[src/rtl/irq_ctl_if.sv]
// rtl/irq_ctl_if.sv - CPU bus signals shared between the 65C02 core and irq_ctl
interface irq_ctl_if;
  logic        RDY;
  logic [15:0] AB;
  logic        WE;
  logic [7:0]  DB_W;
  logic [7:0]  DB_R;
  logic        sel;

  modport master (output RDY, AB, WE, DB_W, input DB_R, sel);
  modport slave  (input RDY, AB, WE, DB_W, output DB_R, sel);
endinterface

[src/rtl/irq_ctl.sv]
// rtl/irq_ctl.sv - level/edge interrupt controller with IRQ/NMI outputs and acknowledging vector read
module irq_ctl #(
  parameter int          CHANNELS = 8,
  parameter logic [15:0] BASE     = 16'hFE00
) (
  input  logic                clk,
  input  logic                RST,
  irq_ctl_if.slave            bus,
  input  logic [CHANNELS-1:0] src,
  output logic                IRQ,
  output logic                NMI
);

  localparam logic [16:0] MASK17  = (17'd1 << CHANNELS) - 17'd1;
  localparam logic [15:0] CH_MASK = MASK17[15:0];

  logic [15:0] s1_q, s2_q, s3_q;
  logic [15:0] edge_pend_q, edge_pend_d;
  logic [15:0] en_q, en_d;
  logic [15:0] mode_q, mode_d;
  logic [1:0]  ctrl_q, ctrl_d;
  logic        irq_q, nmi_q;
  logic [7:0]  db_r_q, db_r_d;
  logic        sel_q, sel_d;

  logic [15:0] src_ext;
  logic [15:0] pending;
  logic [15:0] active;
  logic        win_any;
  logic [3:0]  win_idx;
  logic [7:0]  vector;
  logic        hit, wr, rd;
  logic [2:0]  addr;
  logic [15:0] clr;
  logic [7:0]  rdata;

  assign src_ext = 16'(src) & CH_MASK;

  // Edge-mode bits come from the sticky flop; level-mode bits are the live synchronized input.
  assign pending = (mode_q & edge_pend_q) | (~mode_q & s2_q);
  assign active  = pending & en_q & ~{15'b0, ctrl_q[1]};

  always_comb begin
    win_any = 1'b0;
    win_idx = 4'd0;
    for (int i = 15; i >= 0; i--) begin
      if (active[i]) begin
        win_any = 1'b1;
        win_idx = 4'(i);
      end
    end
  end

  assign vector = win_any ? {1'b1, 2'b00, win_idx, 1'b0} : 8'h00;

  assign addr = bus.AB[2:0];
  assign hit  = bus.RDY && (bus.AB[15:3] == BASE[15:3]);
  assign wr   = hit && bus.WE;
  assign rd   = hit && !bus.WE;

  always_comb begin
    clr = 16'h0000;
    if (wr && addr == 3'd0) clr = {8'h00, bus.DB_W} & mode_q;
    if (wr && addr == 3'd1) clr = {bus.DB_W, 8'h00} & mode_q;
    if (rd && addr == 3'd6 && win_any && mode_q[win_idx]) clr = 16'h0001 << win_idx;
  end

  // Set is OR'd in after the clear so a same-cycle edge always survives.
  assign edge_pend_d = ((edge_pend_q & ~clr) | (s2_q & ~s3_q)) & CH_MASK;

  always_comb begin
    en_d   = en_q;
    mode_d = mode_q;
    ctrl_d = ctrl_q;
    if (wr) begin
      case (addr)
        3'd2:    en_d[7:0]    = bus.DB_W;
        3'd3:    en_d[15:8]   = bus.DB_W;
        3'd4:    mode_d[7:0]  = bus.DB_W;
        3'd5:    mode_d[15:8] = bus.DB_W;
        3'd7:    ctrl_d       = bus.DB_W[1:0];
        default: ;
      endcase
    end
    en_d   = en_d & CH_MASK;
    mode_d = mode_d & CH_MASK;
  end

  always_comb begin
    rdata = 8'h00;
    case (addr)
      3'd0: rdata = pending[7:0];
      3'd1: rdata = pending[15:8];
      3'd2: rdata = en_q[7:0];
      3'd3: rdata = en_q[15:8];
      3'd4: rdata = mode_q[7:0];
      3'd5: rdata = mode_q[15:8];
      3'd6: rdata = vector;
      3'd7: rdata = {6'b000000, ctrl_q};
    endcase
  end

  always_comb begin
    db_r_d = db_r_q;
    sel_d  = sel_q;
    if (rd) begin
      db_r_d = rdata;
      sel_d  = 1'b1;
    end else if (bus.RDY) begin
      sel_d  = 1'b0;
    end
  end

  always_ff @(posedge clk or negedge RST) begin
    if (!RST) begin
      s1_q        <= 16'h0000;
      s2_q        <= 16'h0000;
      s3_q        <= 16'h0000;
      edge_pend_q <= 16'h0000;
      en_q        <= 16'h0000;
      mode_q      <= 16'h0000;
      ctrl_q      <= 2'b00;
      irq_q       <= 1'b0;
      nmi_q       <= 1'b0;
      db_r_q      <= 8'h00;
      sel_q       <= 1'b0;
    end else begin
      s1_q        <= src_ext;
      s2_q        <= s1_q;
      s3_q        <= s2_q;
      edge_pend_q <= edge_pend_d;
      en_q        <= en_d;
      mode_q      <= mode_d;
      ctrl_q      <= ctrl_d;
      irq_q       <= ctrl_q[0] & (|active);
      nmi_q       <= ctrl_q[1] & pending[0] & en_q[0];
      db_r_q      <= db_r_d;
      sel_q       <= sel_d;
    end
  end

  assign IRQ      = irq_q;
  assign NMI      = nmi_q;
  assign bus.DB_R = db_r_q;
  assign bus.sel  = sel_q;

endmodule

[src/flat_wrapper.sv]
// flat-port wrapper written by rule: the top's interface ports become plain ports
module irq_ctl_flat 
#(
  parameter int          CHANNELS = 8,
  parameter logic [15:0] BASE     = 16'hFE00
)
  (clk, RST, src, IRQ, NMI, bus_RDY, bus_AB, bus_WE, bus_DB_W, bus_DB_R, bus_sel);
  irq_ctl_if bus_i ();
  input  logic clk;
  input  logic RST;
  input  logic [CHANNELS-1:0] src;
  output logic IRQ;
  output logic NMI;
  input wire logic [$bits(bus_i.RDY)-1:0] bus_RDY;
  input wire logic [$bits(bus_i.AB)-1:0] bus_AB;
  input wire logic [$bits(bus_i.WE)-1:0] bus_WE;
  input wire logic [$bits(bus_i.DB_W)-1:0] bus_DB_W;
  output wire logic [$bits(bus_i.DB_R)-1:0] bus_DB_R;
  output wire logic [$bits(bus_i.sel)-1:0] bus_sel;
  assign bus_i.RDY = bus_RDY;
  assign bus_i.AB = bus_AB;
  assign bus_i.WE = bus_WE;
  assign bus_i.DB_W = bus_DB_W;
  assign bus_DB_R = bus_i.DB_R;
  assign bus_sel = bus_i.sel;
  irq_ctl #(.CHANNELS(CHANNELS), .BASE(BASE)) u_core (.clk(clk), .RST(RST), .bus(bus_i), .src(src), .IRQ(IRQ), .NMI(NMI));
endmodule
[config.mk]
export PLATFORM = sky130hd
export DESIGN_NAME = irq_ctl_flat
export DESIGN_NICKNAME = d
export VERILOG_FILES = /design/src/rtl/irq_ctl_if.sv /design/src/rtl/irq_ctl.sv /design/src/flat_wrapper.sv
export SDC_FILE = /design/constraint.sdc
export NUM_CORES = 1
export LEC_CHECK = 0
export BUFFER_PORTS_ARGS = -buffer_cell sky130_fd_sc_hd__clkbuf_2
export CAP_MARGIN = 20
export CORE_ASPECT_RATIO = 0.6
export CORE_MARGIN = 2
export CORE_UTILIZATION = 55
export CTS_CLUSTER_SIZE = 30
export DETAILED_ROUTE_END_ITERATION = 8
export PLACE_DENSITY = 0.82
export SETUP_SLACK_MARGIN = 0.1
export SLEW_MARGIN = 20
export SYNTH_ARGS = -nofsm -noshare
export SYNTH_HDL_FRONTEND = slang
export SYNTH_SLANG_ARGS = --single-unit
export TNS_END_PERCENT = 5
[constraint.sdc]
create_clock -name clk -period 2.46 [get_ports clk]
set_input_delay 0.123 -clock clk [delete_from_list [all_inputs] [get_ports clk]]
set_output_delay 0.123 -clock clk [all_outputs]
set_load 0.05 [all_outputs]
==> flow_metrics.tcl, run 1 <==
set metrics [dict create \
    outcome "finished clean" \
    synth.net_count 280 \
    worstHoldPathCells 2 \
    slew_headroom 0.488 \
    critPathCaptureType "flip-flop" \
    wire_per_inst_um 16.9 \
    min_path_type "in -> reg" \
    syn-cell-area_um2 2790 \
    tns_ns 0 \
    path_cells "mux2i_1 -> a2bb2oi_1 -> nand2_1 -> nor4_1 -> buf_4 -> a31oi_1" \
    grt_pass1_wl_mm 10.4 \
    synth_flop_cell "dfrtp_1" \
    synth_top_cell_by_area "dfrtp_1" \
    min_to "u_core.bus.sel" \
    clock_sinks 61 \
    drt_iter0_markers 169 \
    crit_type "reg -> reg" \
    pwr-share-seq 0.485 \
    internal_power_mw 1.65 \
    avgViaCountPerCell 5.77 \
    diodes 0 \
    grt_usage 0.260 \
    ys_warn_count 0 \
    dr_total_vias 2208 \
    hold_viol 0 \
    port_buffers 46 \
    max-cap-violations 0 \
    finalNetCount 348 \
    synth_area_leaders "dfrtp_1 (55%), mux2_2 (9.3%), nand2_1 (2.4%), o211ai_1 (2.4%), a21oi_1 (2.3%)" \
    synth_cell_type_count 43 \
    min_period_ns 2.03 \
    grt_util_met3 0.0865 \
    io_pins 47 \
    crit_fanout 5 \
    post-route-period-util 0.826 \
    grt_max_degree 31 \
    die-area_um2 5680 \
    h-tree-depth 3 \
    r2r_slack_ns 0.43 \
    drv_slew 0 \
    finalSetupViolCount 0 \
    routed_wl_mm 6.47 \
    first_global_vias 2042 \
    grt_busiest_layer "met1" \
    fp-row-count 20 \
    drc 0 \
    layout-drive-gt1-share 0.319 \
    cp_data_arrival_time_ns 2.25 \
    synth-async-reset-ratio 1.00 \
    startpoint_type "flip-flop" \
    comb_power_share 0.062 \
    dieHeight_um 59.2 \
    hpwl_mm 4.62 \
    yosysSeqAreaShare 0.547 \
    ant_nets 0 \
    groute.layer.met1.usage 0.372 \
    start_util 0.561 \
    ys_top_cells_by_count "dfrtp_1 (61), mux2_2 (23), nand2_1 (18), inv_1 (14), a21oi_1 (13)" \
    worst-slew-pin-transition_ns 0.768 \
    use_met2 0.364 \
    hold_ws_ns 0.0121 \
    reg2reg_from "u_core.mode_q[0]" \
    cts_tree "built" \
    sw_frac_of_total 0.226 \
    power_leakage_nw 1.55 \
    synth_edf_count 0 \
    clock_skew_ns 0.00653 \
    numCtsBuffers 9 \
    crit_required_ns 2.68 \
    cpMaxStageDelayCell "dfrtp_1" \
    power_density_nw_per_um2 618 \
    netlist_instances 244 \
    power.switching_uw 481 \
    p_clk_frac 0.453 \
    slowest_delay_ns 0.42 \
    r2r_end "u_core.edge_pend_q[6]" \
    ir_worst_vdd_uv 420 \
    hp-start "bus_RDY" \
    synth_area_per_cell_um2 11.4 \
    routabilityCongestion 0.897 \
    ff2ff_path_depth 6 \
    die_w_um 96.0 \
    antenna_found_initial 0 \
    ys_ff_latch 61 \
    core_um2 4980 \
    first_pass_iters 4 \
    area_delta_synth_final_pct 23.4 \
    cts_root_buf "clkbuf_8" \
    rsz0062_at_grt "no" \
    postCtsResizedCells 0 \
    utilization 0.692 \
    clk_pin_slew_ns 0.07 \
    fmax_ghz 0.492 \
    synth_top_area_frac 0.547 \
    clockBufferDepth 2 \
    yosysMostFrequentCell "dfrtp_1" \
    grt_overflow 0 \
    clkLatencyLatePin_ns 0.35 \
]
==> worst max path at each step <==
stage | start | end | slack (ns)
after floorplan | bus_AB[6] | u_core.edge_pend_q[3] | 0.71
after global placement | bus_AB[6] | u_core.en_q[6] | 0.45
after detailed placement | bus_AB[6] | u_core.mode_q[1] | 0.45
after CTS | u_core.mode_q[0] | u_core.edge_pend_q[6] | 0.44
after global routing | u_core.mode_q[0] | u_core.edge_pend_q[6] | 0.21
final | u_core.mode_q[0] | u_core.edge_pend_q[6] | 0.43
==> repair_timing <==
action | CTS | global route
setup buffers | 0 | 0
hold buffers | 9 | 0
endpoints found under the hold margin | 36 | 0
==> area by class of cell <==
type / count / area, um2
clock buffers: 10 / 128
clock inverters: 6 / 86.3
fillers: 379 / 1530
inverters: 14 / 52.6
multi-input cells: 162 / 1180
flip-flops and latches: 61 / 1530
well taps: 66 / 82.6
repair buffers: 64 / 388
==> routing by layer <==
layer / wire length (um) / part of all wire
met1: 3110 / 0.48
met2: 2660 / 0.41
met3: 610 / 0.094
met4: 80 / 0.012
met5: 0 / 0
==> logic make-up (layout without fill, tap and decap cells) <==
group | after synthesis | after routing | share of synthesized area
and+or+nand+nor | 70 | 70 | 0.162
DFF | 61 | 61 | 0.547
AOI/OAI and AO/OA | 65 | 65 | 0.154
muxes | 27 | 27 | 0.107
buffers and inverters | 21 | 94 | 0.0296
==> power groups by stage <==
stage / Combinational, mW / Clock (mW) / Sequential, mW
after floorplan: 0.0490 / 0 / 1.05
after global placement: 0.117 / 0 / 1.05
after detailed placement: 0.119 / 0 / 1.05
after CTS: 0.131 / 0.990 / 1.03
after global routing: 0.145 / 1.04 / 1.03
final: 0.131 / 0.964 / 1.03
==> critical path: cells and delay by family (launching register included) <==
family / cells / cell delay [ns]
buffers and inverters: 1 / 0.18
and+or+nand+nor: 2 / 0.46
muxes: 1 / 0.37
AOI/OAI and AO/OA: 2 / 0.47
DFF: 1 / 0.42
==> sequential cells by signal, summed over array words and instances, names as in the netlist <==
name	flops
u_core.s3_q	8
u_core.s1_q	8
u_core.edge_pend_q	8
u_core.ctrl_q	2
u_core.bus.DB_R	8
u_core.en_q	8
u_core.mode_q	8
u_core.IRQ	1
u_core.NMI	1
u_core.bus.sel	1
u_core.s2_q	8
==> per-stage QoR <==
step	worst slack [ns]	area (um2)	cells	power, mW
6_report	0.428	3450	383	2.13
5_1_grt	0.214	3450	383	2.22
4_1_cts	0.440	3450	383	2.15
3_5_place_dp	0.453	3140	358	1.17
3_3_place_gp	0.446	3140	358	1.17
2_1_floorplan	0.706	2790	244	1.10
==> cells in the final DEF, fill, tap and decap left out, drive strengths merged, types with 9 or more instances in the layout <==
master	count
o211ai	9
mux2	23
clkbuf	56
buf	9
inv	15
a21oi	13
o21ai	12
nand2	18
dfrtp	61
dlygate4sd3	9
(Power assumes the default switching activity.)
==> inputs of run 2 (changes only) <==
Settings changed: ABC_AREA set to 1, CORE_UTILIZATION 55 to 56, PLACE_DENSITY 0.82 to 0.83.
Clock period 2.46 ns to 2 ns, I/O delays scaled along.
==> run 2 against run 1 <==
Sequential share of layout area shrank 3.7 points; combinational power up 15%; final cell count is 31% higher; core utilization grew 4.9 points; worst hold slack worse by 0.0095 ns; critical path depth up 12; register-to-register slack worse by 0.38 ns; fmax is 4.2% higher; die area grew 4.1%; area after synthesis rose by 6.3%; critical endpoint is now u_core.edge_pend_q[4].
==> flow_metrics.tcl, run 2 <==
set metrics [dict create \
    fp-row-count 20 \
    ys_ff_latch 61 \
    hp-start "bus_RDY" \
    syn-cell-area_um2 2970 \
    fmax_ghz 0.513 \
    finalNetCount 468 \
    power_leakage_nw 1.91 \
    finalSetupViolCount 0 \
    diodes 0 \
    yosysMostFrequentCell "nand2_1" \
    startpoint_type "flip-flop" \
    grt_overflow 0 \
    first_global_vias 2485 \
    first_pass_iters 5 \
    final_area_um2 3760 \
    grt_max_degree 31 \
    synth_top_cell_by_area "dfrtp_1" \
    grt_pass1_wl_mm 11.9 \
    min_period_ns 1.95 \
    crit_type "reg -> reg" \
    synth-async-reset-ratio 1.00 \
    ir_worst_vdd_uv 549 \
    synth_area_leaders "dfrtp_1 (51%), nand2_1 (12%), inv_1 (6.2%), o21ai_0 (4.9%), nand4_1 (2.5%)" \
    drt_iter0_markers 219 \
    path_common_cell "nand2_1" \
    clock_skew_ns 0.00756 \
    numCtsBuffers 9 \
    hold_viol 0 \
    ys_warn_count 0 \
    cpMaxStageDelayCell "dfrtp_1" \
    ant_nets 0 \
    outcome "finished clean" \
    core_um2 5080 \
    hpwl_mm 5.31 \
    avgViaCountPerCell 5.29 \
    synth_cell_type_count 34 \
    die_w_um 98.0 \
    drc 0 \
    drv_slew 0 \
    synth_area_per_cell_um2 8.52 \
    path_cells "inv_2 -> nand2_1 -> nand2_1 -> nand2_2 -> nand2_1 -> nand2_1 -> nand2_1 -> nand2_2 -> nand2_4 -> nand2_4 -> nand2_2 -> nand2_2 -> nand2_2 -> nand2_2 -> nand2_4 -> nand4_1 -> nand2_1 -> nand2_1" \
    final_common_cell "nand2_1" \
    total_power_mw 2.54 \
    dr_total_vias 2662 \
    die-area_um2 5920 \
    slew_headroom 0.526 \
    cts_root_buf "clkbuf_8" \
    max-cap-violations 0 \
    antenna_found_initial 0 \
    reg2reg_from "u_core.mode_q[5]" \
    ys_top_cells_by_count "nand2_1 (91), dfrtp_1 (61), inv_1 (49), o21ai_0 (29), nor2_1 (18)" \
    power_density_nw_per_um2 676 \
    min_path_type "in -> reg" \
    rsz0062_at_grt "yes" \
    crit_fanout 7 \
    layout-drive-gt1-share 0.316 \
    r2r_end "u_core.edge_pend_q[4]" \
    cts_tree "built" \
    synth.net_count 384 \
    synth_top_area_frac 0.515 \
    clk_pin_slew_ns 0.07 \
    routed_wl_mm 7.52 \
    ff2ff_path_depth 18 \
    worstHoldPathCells 2 \
    slowest_delay_ns 0.44 \
    r2r_slack_ns 0.05 \
    cp_data_arrival_time_ns 2.19 \
    layout_common_cells "nand2_1 (85), dfrtp_1 (60), inv_1 (46), clkbuf_2 (46), o21ai_0 (29)" \
    netlist_instances 348 \
    yosysSeqAreaShare 0.515 \
    io_pins 47 \
    post-route-period-util 0.975 \
    wire_per_inst_um 15.0 \
    worst-slew-pin-transition_ns 0.706 \
    crit_required_ns 2.24 \
    min_to "u_core.bus.sel" \
    cp_top_family "simple AND/OR/NAND/NOR gates" \
    area_delta_synth_final_pct 26.8 \
    routabilityCongestion 0.961 \
    clockBufferDepth 2 \
    post_dp_cell_area_um2 3370 \
    grt_usage 0.268 \
    path_buf_inv 1 \
    h-tree-depth 3 \
    clock_sinks 61 \
    critPathCaptureType "flip-flop" \
    start_util 0.584 \
    synth_flop_cell "dfrtp_1" \
    clkLatencyLatePin_ns 0.35 \
    synth_edf_count 0 \
    port_buffers 46 \
    dieHeight_um 60.4 \
]
[run 2: cell types whose count changed after synthesis, moves of 10 or more]
cell,previous run,this run
nor2_1,5,18
nand2_2,0,10
mux2_2,23,0
inv_1,14,49
o21ai_0,12,29
inv_2,0,11
nand2_1,18,91
[run 2: layout make-up]
type                    instances  area, um2
flip-flops and latches         61       1530
repair buffers                 75        483
well taps                      66       82.6
clock buffers                  10        138
inverters                      60        225
multi-input cells             225       1240
clock inverters                 6       70.1
fillers                       404       1320
[run 2: how the worst max path moves through the flow]
| stage | slack (ns) | cells past startpoint | endpoint | start |
|---|---|---|---|---|
| after floorplan | 0.39 | 15 | u_core.edge_pend_q[0] | u_core.mode_q[3] |
| after global placement | 0.17 | 12 | u_core.edge_pend_q[4] | u_core.mode_q[3] |
| after detailed placement | 0.12 | 12 | u_core.edge_pend_q[4] | u_core.mode_q[3] |
| after CTS | 0.11 | 12 | u_core.edge_pend_q[4] | u_core.mode_q[3] |
| after global routing | -0.09 | 19 | u_core.edge_pend_q[4] | u_core.mode_q[7] |
| final | 0.05 | 18 | u_core.edge_pend_q[4] | u_core.mode_q[5] |
[run 2: stage by stage]
stage,instances,setup WS [ns],TNS [ns],util,hold WS [ns]
2_1_floorplan,348,0.393,0,-,-0.196
3_3_place_gp,469,0.175,0,0.663,0.0901
3_5_place_dp,469,0.120,0,0.663,0.0933
4_1_cts,495,0.107,0,0.723,0.00123
5_1_grt,503,-0.0949,-0.387,0.741,0.0103
6_report,503,0.0494,0,0.741,0.00261
[run 2: worst register-to-register path: stages (launching register included)]
cell,delay (ns)
dfrtp_1,0.44
inv_2,0.08
nand2_1,0.06
nand2_1,0.08
nand2_2,0.06
nand2_1,0.07
nand2_1,0.05
nand2_1,0.07
nand2_2,0.07
nand2_4,0.11
nand2_4,0.09
nand2_2,0.08
nand2_2,0.05
nand2_2,0.07
nand2_2,0.06
nand2_4,0.10
nand4_1,0.16
nand2_1,0.11
nand2_1,0.05
[run 2: metal layers]
metal | GRT usage | share of wire
met1 | 0.370 | 0.44
met2 | 0.409 | 0.44
met3 | 0.0991 | 0.10
met4 | 0.0774 | 0.0094
met5 | 0 | 0
[run 2: where the power goes]
group | switching (mW) | internal (mW) | total [mW]
Sequential | 0.0106 | 1.26 | 1.27
Clock | 0.510 | 0.614 | 1.12
Combinational | 0.0882 | 0.0613 | 0.150
[run 2: what timing repair did]
item                                   CTS  global route
setup endpoints to repair                3             9
pin swaps                                0            15
gates resized for setup                  0            13
hold buffers                             9             0
buffers inserted                         1             8
endpoints found under the hold margin   26             0
[run 2: cells by family after synthesis]
kind of cell	Yosys count	share of synthesized area
AO/OA/AOI/OAI	58	0.116
flip-flops	61	0.515
AND/OR/NAND/NOR	167	0.291
buffers and inverters	62	0.0785
